===== src/rtl/fmul.sv =====
// ---------------------------------------------------------------------------
// fmul -- sequential floating-point multiplier, radix-64 fraction format.
//
// Operand/result format (31 bits):
//   [30]    sign
//   [29:24] excess-32 exponent
//   [23:0]  mantissa, four six-bit bytes of a radix-64 fraction
//
// Ports:
//   clk          system clock, all state changes on the rising edge
//   reset_n      asynchronous active-low reset
//   start        one-cycle pulse; begins an operation, samples multiplicand
//   multiplicand rA operand, sampled on the start edge
//   multiplier   memory operand, sampled on the edge after start
//   stop         one-cycle pulse marking out/overflow valid
//   out          product, held until the next completed operation
//   overflow     final exponent outside 0..63
//
// Timing: start sampled at edge E0, multiplier at E1, mantissa product built
// three bits per edge at E2..E9, result registered together with stop at E10.
// ---------------------------------------------------------------------------
module fmul (
    input  logic        clk,
    input  logic        reset_n,
    input  logic        start,
    input  logic [30:0] multiplicand,
    input  logic [30:0] multiplier,
    output logic        stop,
    output logic [30:0] out,
    output logic        overflow
);

    // Control
    logic              run;
    logic [3:0]        count;

    // Datapath state
    logic              sign_a;
    logic [5:0]        exp_a;
    logic [23:0]       mant_a;
    logic              sign_r;
    logic signed [8:0] exp_sum;   // eA + eB - 32, range -32..94
    logic [23:0]       mb;        // multiplier mantissa, consumed 3 bits per step
    logic [47:0]       acc;       // shifting partial-product register

    // Combinational step and finalize terms
    logic [26:0]       pp;
    logic [47:0]       acc_next;
    logic              norm_hi;
    logic [23:0]       mant_n;
    logic              guard;
    logic signed [8:0] exp_n;
    logic [24:0]       mant_rnd;
    logic [23:0]       mant_f;
    logic signed [8:0] exp_f;
    logic [30:0]       res;
    logic              res_ovf;

    // One radix-8 step: the new digit's partial product enters at the top
    // while earlier ones shift down by three. After eight steps the register
    // holds the exact 48-bit product; bits shifted out are always zero.
    // NOTE: every combinational output gets a default first so no latch is
    // inferred on any path.
    always_comb begin
        pp       = {3'b000, mant_a} * {24'd0, mb[2:0]};
        acc_next = {3'b000, acc[47:3]} + {pp, 21'd0};
    end

    // Normalize by at most one byte, round half-up, handle carry-out.
    always_comb begin
        norm_hi  = |acc[47:42];
        mant_n   = norm_hi ? acc[47:24] : acc[41:18];
        guard    = norm_hi ? acc[23]    : acc[17];
        exp_n    = norm_hi ? exp_sum    : exp_sum - 9'sd1;
        mant_rnd = {1'b0, mant_n} + {24'd0, guard};
        mant_f   = mant_rnd[23:0];
        exp_f    = exp_n;
        if (mant_rnd[24]) begin
            // 0xFFFFFF + 1 wraps to one full radix-64 byte: 1/64 at exponent+1
            mant_f = 24'h040000;
            exp_f  = exp_n + 9'sd1;
        end
        res     = {sign_r, exp_f[5:0], mant_f};
        res_ovf = (exp_f > 9'sd63) || (exp_f < 9'sd0);
        // A zero product means one mantissa was zero: signed zero, no overflow
        if (acc == 48'd0) begin
            res     = {sign_r, 30'd0};
            res_ovf = 1'b0;
        end
    end

    // NOTE: sequential state uses non-blocking assignments only, so every
    // register sees the pre-edge values of the others.
    // NOTE: the datapath registers are reset along with control so that out
    // and overflow read zero after reset; they are few and flat, not a memory.
    always_ff @(posedge clk or negedge reset_n) begin
        if (!reset_n) begin
            run      <= 1'b0;
            count    <= 4'd0;
            stop     <= 1'b0;
            sign_a   <= 1'b0;
            exp_a    <= 6'd0;
            mant_a   <= 24'd0;
            sign_r   <= 1'b0;
            exp_sum  <= 9'sd0;
            mb       <= 24'd0;
            acc      <= 48'd0;
            out      <= 31'd0;
            overflow <= 1'b0;
        end else if (start) begin
            // Start wins over everything, also abandoning a running operation
            run    <= 1'b1;
            count  <= 4'd0;
            stop   <= 1'b0;
            sign_a <= multiplicand[30];
            exp_a  <= multiplicand[29:24];
            mant_a <= multiplicand[23:0];
        end else begin
            stop <= 1'b0;
            if (run) begin
                if (count == 4'd9) begin
                    stop     <= 1'b1;
                    run      <= 1'b0;
                    count    <= 4'd0;
                    out      <= res;
                    overflow <= res_ovf;
                end else begin
                    count <= count + 4'd1;
                end

                if (count == 4'd0) begin
                    sign_r  <= sign_a ^ multiplier[30];
                    exp_sum <= $signed({3'b000, exp_a})
                             + $signed({3'b000, multiplier[29:24]}) - 9'sd32;
                    mb      <= multiplier[23:0];
                    acc     <= 48'd0;
                end else if (count <= 4'd8) begin
                    acc <= acc_next;
                    mb  <= {3'b000, mb[23:3]};
                end
            end
        end
    end

endmodule


===== config.mk =====
export PLATFORM = sky130hd
export DESIGN_NAME = fmul
export DESIGN_NICKNAME = d
export VERILOG_FILES = /design/src/rtl/fmul.sv
export SDC_FILE = /design/constraint.sdc
export NUM_CORES = 1
export LEC_CHECK = 0
export CORE_MARGIN = 2
export CORE_UTILIZATION = 35
export CTS_BUF_LIST = sky130_fd_sc_hd__clkbuf_2
export DETAILED_ROUTE_END_ITERATION = 8
export GPL_TIMING_DRIVEN = 0
export PLACE_DENSITY = 0.65
export SYNTH_ARGS = -nofsm -noshare
export SYNTH_HDL_FRONTEND = slang
export SYNTH_SLANG_ARGS = --single-unit

===== constraint.sdc =====
create_clock -name clk -period 6.97 [get_ports clk]
set_input_delay 1.7425 -clock clk [delete_from_list [all_inputs] [get_ports clk]]
set_output_delay 1.7425 -clock clk [all_outputs]
set_load 0.02 [all_outputs]

# Word-level counts from Yosys, hierarchy flattened
# Cells that the tools add are included.
# totals
elab_cells	55
mem_bits_ro	0
regBits	151
latchBits	0
n_memories	0
ramBits	0
input_bits	65
output_inout_bits	33
# classes
bitwise_logic	2
n_addsub	7
n_mux	20
order_cmp	3
multipliers	1
reduce_logical	9
n_div	0
shifts	0
eq_ne	1
# op_table
cell	n
$mux W24	4
$mux W48	2
$add A45 B48 Y48	1
$logic_not A48 Y1	1
$mux W30	1
$mul A24 B3 Y27	1
$add A24 B1 Y25	1
$mux W9	2
$mux W4	3
$add A9 B2 Y9 const B	1
$gt A9 B7 Y1 const B	1
$lt A9 B1 Y1 const B	1
$reduce_and A3 Y1	3
$sub A9 B2 Y9 const B	1
$mux W1	8
$sub A7 B6 Y8 const B	1
$add A6 B6 Y7	1
$reduce_or A6 Y1	1
$add A4 B1 Y4 const B	1
$eq A4 B4 Y1 const B	1
$le A4 B4 Y1 const B	1
$logic_not A4 Y1	1
$reduce_bool A2 Y1	2
$logic_or A1 B1 Y1	1
other kinds (2)	2

# Logic depth before layout (Yosys ltp)
# Gate-level depths: netlist of run 1.
# depth
word_depth	7
mapped_depth	25
mapped_depth_nobuf	23

# Worst setup path before layout of run 1
# Ideal clock, no wire load.
# synth_timing
kind	reg-to-reg
start	register mb[1]
end	register acc[46]
stages_incl_launch_ff	26
n_path_buf	2
slack_ps	1712
arrival_ps	5137
cell_sequence	dfrtp_1 clkbuf_1 clkbuf_1 nand2_1 fa_1 inv_1 ha_1 inv_1 fa_1 nor2b_1 o31a_1 o2111ai_1 nand2_1 a21o_1 a21oi_1 xnor2_1 ha_1 and2_1 a2111o_1 and3_1 a221oi_1 o21ai_1 and4_1 o31ai_1 xnor2_1 a22o_1
# synth_via
elab_chain_len	4
# synth_lines
item	line_no	rtl
start, declared	43	logic [23:0] mb;
start signal, assigned	135	mb <= multiplier[23:0];
start signal, assigned	139	mb <= {3'b000, mb[23:3]};
$mul A24 B3 Y27	65	pp = {3'b000, mant_a} * {24'd0, mb[2:0]};
$add A45 B48 Y48	66	acc_next = {3'b000, acc[47:3]} + {pp, 21'd0};
$mux W48	137	end else if (count <= 4'd8) begin
$mux W48	131	if (count == 4'd0) begin
end signal, assigned	138	acc <= acc_next;
end, declared	44	logic [47:0] acc;
# Every way passes these cells. The select of a mux whose other input is x is not followed.
# A chain may end at the register's enable or synchronous reset.

# Worst setup path in the final report of run 1
# layout_timing
start	register mb[0]
end	register acc[46]
# Same word-level chain as after synthesis.

==> results of run 1 <==
==> stage by stage <==
| step | utilization (%) | setup TNS, ns | worst slack, ns | cell area (µm²) |
|---|---|---|---|---|
| after floorplan | - | 0 | 1.71 | 10700 |
| after global placement | 40.6 | -315.04 | -2.12 | 12100 |
| after detailed placement | 40.7 | 0 | 0.804 | 12200 |
| after CTS | 41.5 | 0 | 0.776 | 12400 |
| after global routing | 41.5 | 0 | 0.344 | 12400 |
| final | 41.5 | 0 | 0.795 | 12400 |
==> synthesized netlist by cell type, types with 31 or more instances <==
master    instances
nand2_1         217
xnor2_1          49
nand3_1          34
dfrtp_1         150
clkbuf_1         51
nor2_1           34
a22o_1           42
ha_1             65
inv_1            67
a21oi_1          50
mux2i_1          31
o21ai_0          87
==> sequential cells by signal, indices dropped and copies added, names as in the netlist <==
signal	count
overflow	1
out	31
mb	24
sign_r	1
stop	1
acc	48
run	1
mant_a	24
count	4
sign_a	1
exp_sum	8
exp_a	6
==> layout make-up <==
| type | count | share of cell area, % |
|---|---|---|
| Tap cell | 390 | 3.94 |
| Buffer | 63 | 1.97 |
| Clock inverter | 15 | 1.15 |
| Inverter | 67 | 2.03 |
| Sequential cell | 150 | 30.3 |
| Multi-Input combinational cell | 916 | 51.9 |
| Antenna cell | 1 | 0.0202 |
| Timing Repair Buffer | 98 | 8.06 |
| Clock buffer | 17 | 0.686 |
==> logic make-up after synthesis <==
logic type,Yosys count,synth area share (%)
AOI/OAI and AO/OA,286,17.8
xor gates and xnor gates,77,6.31
adders and majority gates,90,12.3
buffers and inverters,130,4.64
DFF,150,35.1
muxes,61,6.07
and+or+nand+nor,402,17.7
==> layer usage <==
metal / up-vias / track usage [%] / part of all wire [%]
li1: 4481 / - / -
met1: 4271 / 23.6 / 49
met2: 203 / 27.4 / 46
met3: 23 / 2.97 / 4.3
met4: 0 / 3.39 / 1.2
met5: - / 0 / 0
==> worst reg2reg max path, delay by kind of cell (launching register included) <==
family          cells  cell delay [ns]
buf+inv             4             0.95
flops               1             0.37
fa+ha+maj           4             1.23
simple gates        6             1.01
xor+xnor            2             0.26
compound gates      9             2.28
==> how the worst max path moves through the flow <==
stage          slack (ns)               endpoint         startpoint  cells past startpoint
6_report             0.79    acc[46]$_DFFE_PN0P_  mb[0]$_DFFE_PN0P_                     25
5_1_grt              0.34    acc[46]$_DFFE_PN0P_  mb[0]$_DFFE_PN0P_                     25
4_1_cts              0.78    acc[46]$_DFFE_PN0P_  mb[1]$_DFFE_PN0P_                     25
3_5_place_dp         0.80    acc[46]$_DFFE_PN0P_  mb[1]$_DFFE_PN0P_                     25
3_3_place_gp        -2.12  mant_a[5]$_DFFE_PN0P_            reset_n                      1
2_1_floorplan        1.71    acc[46]$_DFFE_PN0P_  mb[1]$_DFFE_PN0P_                     25
==> power groups by stage <==
stage | Sequential [µW] | Combinational, µW | Clock, µW
global route | 1200 | 2400 | 541
CTS | 1180 | 2130 | 505
floorplan | 1130 | 1650 | 0
detailed placement | 1190 | 2120 | 0
finish | 1180 | 2140 | 489
global placement | 1190 | 2090 | 0
==> results.ini, run 1 <==
[timing]
worst_pin_slew_ns = 0.847
period_share_pct = 88.6
fin_worst_skew_ns = 0.0463
max_freq_ghz = 0.162
rsz0062_at_grt = false
holdWs_ns = 0.515
maxSlewHeadroom_pct = 43.5
slew_violations = 0
finalHoldViolCount = 0
setup-violations-final = 0
period_needed_ns = 6.18

[clock_network]
cts_root_buffer = clkbuf_2
cts.path.max_buffers = 2
clk_latency_ns = 0.77
cts_sinks = 150
cts_tree = built
cts_buffers = 17
post-cts-setup-buffer-count = 0
cts_hold_buf = 0
post_cts_resized = 0
path_clk_slew_ns = 0.23
htree_levels = 4

[setup_path]
worst_setup_path_start_kind = flop
slowest_delay_ns = 0.51
cp.required_ns = 7.62
critical_path_buf_inv_count = 4
critPathKind = flop to flop
arrival_ns = 6.82
r2r-start = mb[0]$_DFFE_PN0P_
crit_slowest_cell = fa_1
endpoint_kind = flop
crit_family = compound AO/OA/AOI/OAI gates
cp_max_fo = 10
r2r-end = acc[46]$_DFFE_PN0P_
rr_worst_depth = 25
regToRegSetupSlack_ns = 0.79

[hold_path]
min_to = mb[11]$_DFFE_PN0P_
holdPathStages = 2
hold_start = mb[11]$_DFFE_PN0P_
worstHoldPathType = flop to flop

[power]
switching_share_pct = 47.3
p_sw_uw = 1800
power_density_nw_per_um2 = 307
leakagePower_uw = 0.00563
p_comb_share_pct = 56.2
peakVddDrop_mv = 0.113
p_total_uw = 3810
p_int_uw = 2010
pwr-share-seq_pct = 31.0
clkPwrFrac_pct = 12.8

[finish]
final_cell_mix = 217 x nand2_1, 150 x dfrtp_1, 96 x clkdlybuf4s50_1
multiInputGateArea_um2 = 6430
n_fill_cell = 3017
layout-drive-gt1-share_pct = 6.18
area_growth_pct = 16.1
seq_area_um2 = 3750
layout_commonest_cell = nand2_1
finalNonFillerCells = 1717
nets = 1468

[grt]
first_global_vias = 8562
antenna_found_initial = 1
grt_max_degree = 88
overflow = 0
track_usage_pct = 16.9
grt_pass1_wl_um = 43000

[placement]
gp_congestion = 0.887
dp_hpwl_um = 20200
portBuffers = 97
placed_cells = 1684

[synthesis]
synth_area_um2 = 10700
synth_edf_count = 0
synth.top_cell.area_share_pct = 35.1
synthTopCellsByArea = dfrtp_1 35%, nand2_1 7.6%, ha_1 7.6%
syn_nets = 1351
yosysSeqAreaShare_pct = 35.1
avgSynthCellArea_um2 = 8.93
synth_flop_cell = dfrtp_1
syn_inst = 1196
synth-async-reset-ratio_pct = 100
ys_seq_elements = 150
synth.yosys.warnings = 0
synth_top_area_cell = dfrtp_1
ys_types = 63

[route]
routedWlPerCell_um = 15.1
dr_total_vias = 8978
drt_wl_total_um = 26000
ant_nets = 0
drt-initial-drc-count = 551
viasPerCell = 5.23
firstDrtPassIters = 5
drcViolationCount = 0

[floorplanning]
initial_core_util_pct = 35.7
fp.coreArea_um2 = 29900
pin_count = 98
die_x_um = 179
rows = 63
fp.dieH_um = 179
die_area_um2 = 31900

[flow_run]
maxCapViolCount = 0

[run_status]
status = complete, no violations

Note: power is estimated with default switching activity, not from simulation.
==> run 2, diff against run 1 <==
Settings changed: CORE_ASPECT_RATIO set to 1.25, CTS_CLUSTER_DIAMETER set to 100.
==> run 2 against run 1 <==
Sequential share of layout area down 0.088 points. Wire length up 1.4%. First-iteration DRC count down 3.3%. Register-to-register slack better by 0.08 ns. Utilization down 0.21 points. Fmax up 1.3%. Combinational power about the same. Final cell count up 0.64%. Critical path type unchanged. Largest cell class unchanged. Largest power group unchanged.
==> results.ini, run 2 (same netlist as run 1, synthesis figures left out) <==
[setup_path]
endpoint_kind = flop
critical_path_buf_inv_count = 4  ; unchanged
slowest_delay_ns = 0.52  ; about the same
critPathKind = flop to flop
crit_family = compound AO/OA/AOI/OAI gates
worst_setup_path_start_kind = flop
startpoint = mb[1]$_DFFE_PN0P_
arrival_ns = 6.81  ; about the same
cp.depth = 25  ; unchanged
r2r-start = mb[1]$_DFFE_PN0P_
cp.required_ns = 7.69  ; +0.07 ns
cp_max_fo = 10  ; unchanged
crit_slowest_cell = fa_1
rr_worst_depth = 25  ; unchanged

[finish]
layout-drive-gt1-share_pct = 6.18  ; unchanged
reg_top3 = acc x48, out x31
nets = 1468  ; unchanged
area_growth_pct = 16.4
final_cell_mix = 217 x nand2_1, 150 x dfrtp_1, 96 x clkdlybuf4s50_1
layout_commonest_cell = nand2_1
largest_reg_flops = 48  ; unchanged
finalNonFillerCells = 1728  ; +0.64%
max_flop_register = acc

[floorplanning]
rows = 71  ; +13%
initial_core_util_pct = 35.5  ; -0.29 points
die_x_um = 160  ; -10%
pin_count = 98  ; unchanged
fp.coreArea_um2 = 30100  ; +0.80%
die_area_um2 = 31900  ; about the same
fp.dieH_um = 199  ; +12%

[power]
leakagePower_uw = 0.00563  ; about the same
power_density_nw_per_um2 = 310  ; +0.98%
peakVddDrop_mv = 0.122  ; +7.4%

[route]
drt-initial-drc-count = 533  ; -3.3%
dr_total_vias = 9049  ; +0.79%
viasPerCell = 5.24  ; +0.15%
drcViolationCount = 0  ; unchanged
routedWlPerCell_um = 15.3  ; +0.78%
firstDrtPassIters = 5  ; unchanged
drt_wl_total_um = 26400  ; +1.4%
ant_nets = 0  ; unchanged

[flow_run]
maxCapViolCount = 0  ; unchanged

[hold_path]
worstHoldPathType = flop to flop
hold_start = mb[11]$_DFFE_PN0P_
holdPathStages = 2  ; unchanged

[clock_network]
cts_root_buffer = clkbuf_2
cts.path.max_buffers = 2  ; unchanged
cts_tree = built
cts_hold_buf = 0  ; unchanged
post-cts-setup-buffer-count = 0  ; unchanged
path_clk_slew_ns = 0.26  ; +0.03 ns
post_cts_resized = 0  ; unchanged
cts_sinks = 150  ; unchanged
clk_latency_ns = 0.79  ; +0.02 ns
cts_buffers = 17  ; unchanged
htree_levels = 4  ; unchanged

[timing]
worst_pin_slew_ns = 0.818  ; -0.0295 ns
setup-violations-final = 0  ; unchanged
period_needed_ns = 6.10  ; -0.0784 ns
period_share_pct = 87.5  ; -1.1 points
fin_worst_skew_ns = 0.0438  ; -0.00254 ns
max_freq_ghz = 0.164  ; +1.3%
rsz0062_at_grt = false
fin_ws_ns = 0.873  ; +0.0784 ns
final.setup.tns_ns = 0  ; unchanged
slew_violations = 0  ; unchanged
holdWs_ns = 0.511  ; -0.00450 ns
finalHoldViolCount = 0  ; unchanged
maxSlewHeadroom_pct = 45.5  ; +2.0 points

[placement]
dp_hpwl_um = 20500  ; +1.4%
dp_slack_ns = 0.839  ; +0.0350 ns
placed_cells = 1695  ; +0.65%
gp_congestion = 0.874  ; -1.5%
portBuffers = 97  ; unchanged

[grt]
grt_pass1_wl_um = 44200  ; +2.8%
first_global_vias = 8859  ; +3.5%
overflow = 0  ; unchanged
track_usage_pct = 17.1  ; +0.24 points
grt_max_degree = 94  ; +6.8%
antenna_found_initial = 1  ; unchanged

[run_status]
status = complete, no violations

run 2: cell count changes in the layout (fill, tap and decap cells not counted):
cell        change
bufinv_16       +2
clkinv_4        -2
clkinv_8        -2
clkinvlp_4      +2
inv_6           +1
inv_8           -1
run 2: worst reg2reg max path, delay by kind of cell (launching register included):
kind,cells,cell delay (ns)
compound gates,9,2.21
fa+ha+maj,4,1.25
simple gates,6,0.99
buf+inv,4,0.98
flops,1,0.38
xor+xnor,2,0.25
run 2: power breakdown:
| part | total, µW | leakage (µW) | switching (µW) | internal, µW |
|---|---|---|---|---|
| Clock | 546 | 0.000141 | 373 | 173 |
| Combinational | 2130 | 0.00355 | 1240 | 893 |
| Sequential | 1180 | 0.00195 | 175 | 1000 |
run 2: layer usage:
layer	track usage [%]	vias to the layer above	wire length, µm
met5	0	-	0
met2	30.7	153	13200
li1	-	4465	-
met3	2.37	29	757
met4	4.90	0	439
met1	21.6	4402	11900
run 2: area by class of cell:
type / instances / area (µm²)
tap: 401 / 502
clock inverter: 15 / 165
fill: 3007 / 17700
clock buffer: 17 / 85.1
inverter: 67 / 251
antenna: 1 / 2.50
buffer: 63 / 244
sequential: 150 / 3750
timing repair buffer: 98 / 1000
multi-input combinational: 916 / 6430
run 2: stage by stage:
stage	total power [µW]	instance area [µm²]	utilization [%]
finish	3850	12400	41.3
global route	4170	12400	41.3
CTS	3860	12400	41.3
detailed placement	3310	12200	40.5
global placement	3270	12200	40.4
floorplan	2780	10700	-
run 2: path summary, 6_finish.rpt:
path	endpoint	slack, ns
setup / recovery	acc[46]$_DFFE_PN0P_	0.87
hold / removal	mb[11]$_DFFE_PN0P_	0.51
setup reg to reg	acc[46]$_DFFE_PN0P_	0.87
hold reg to reg	mb[11]$_DFFE_PN0P_	0.51
max in group asynchronous	out[17]$_DFFE_PN0P_	5.22
min in group asynchronous	count[2]$_DFFE_PN0P_	0.87
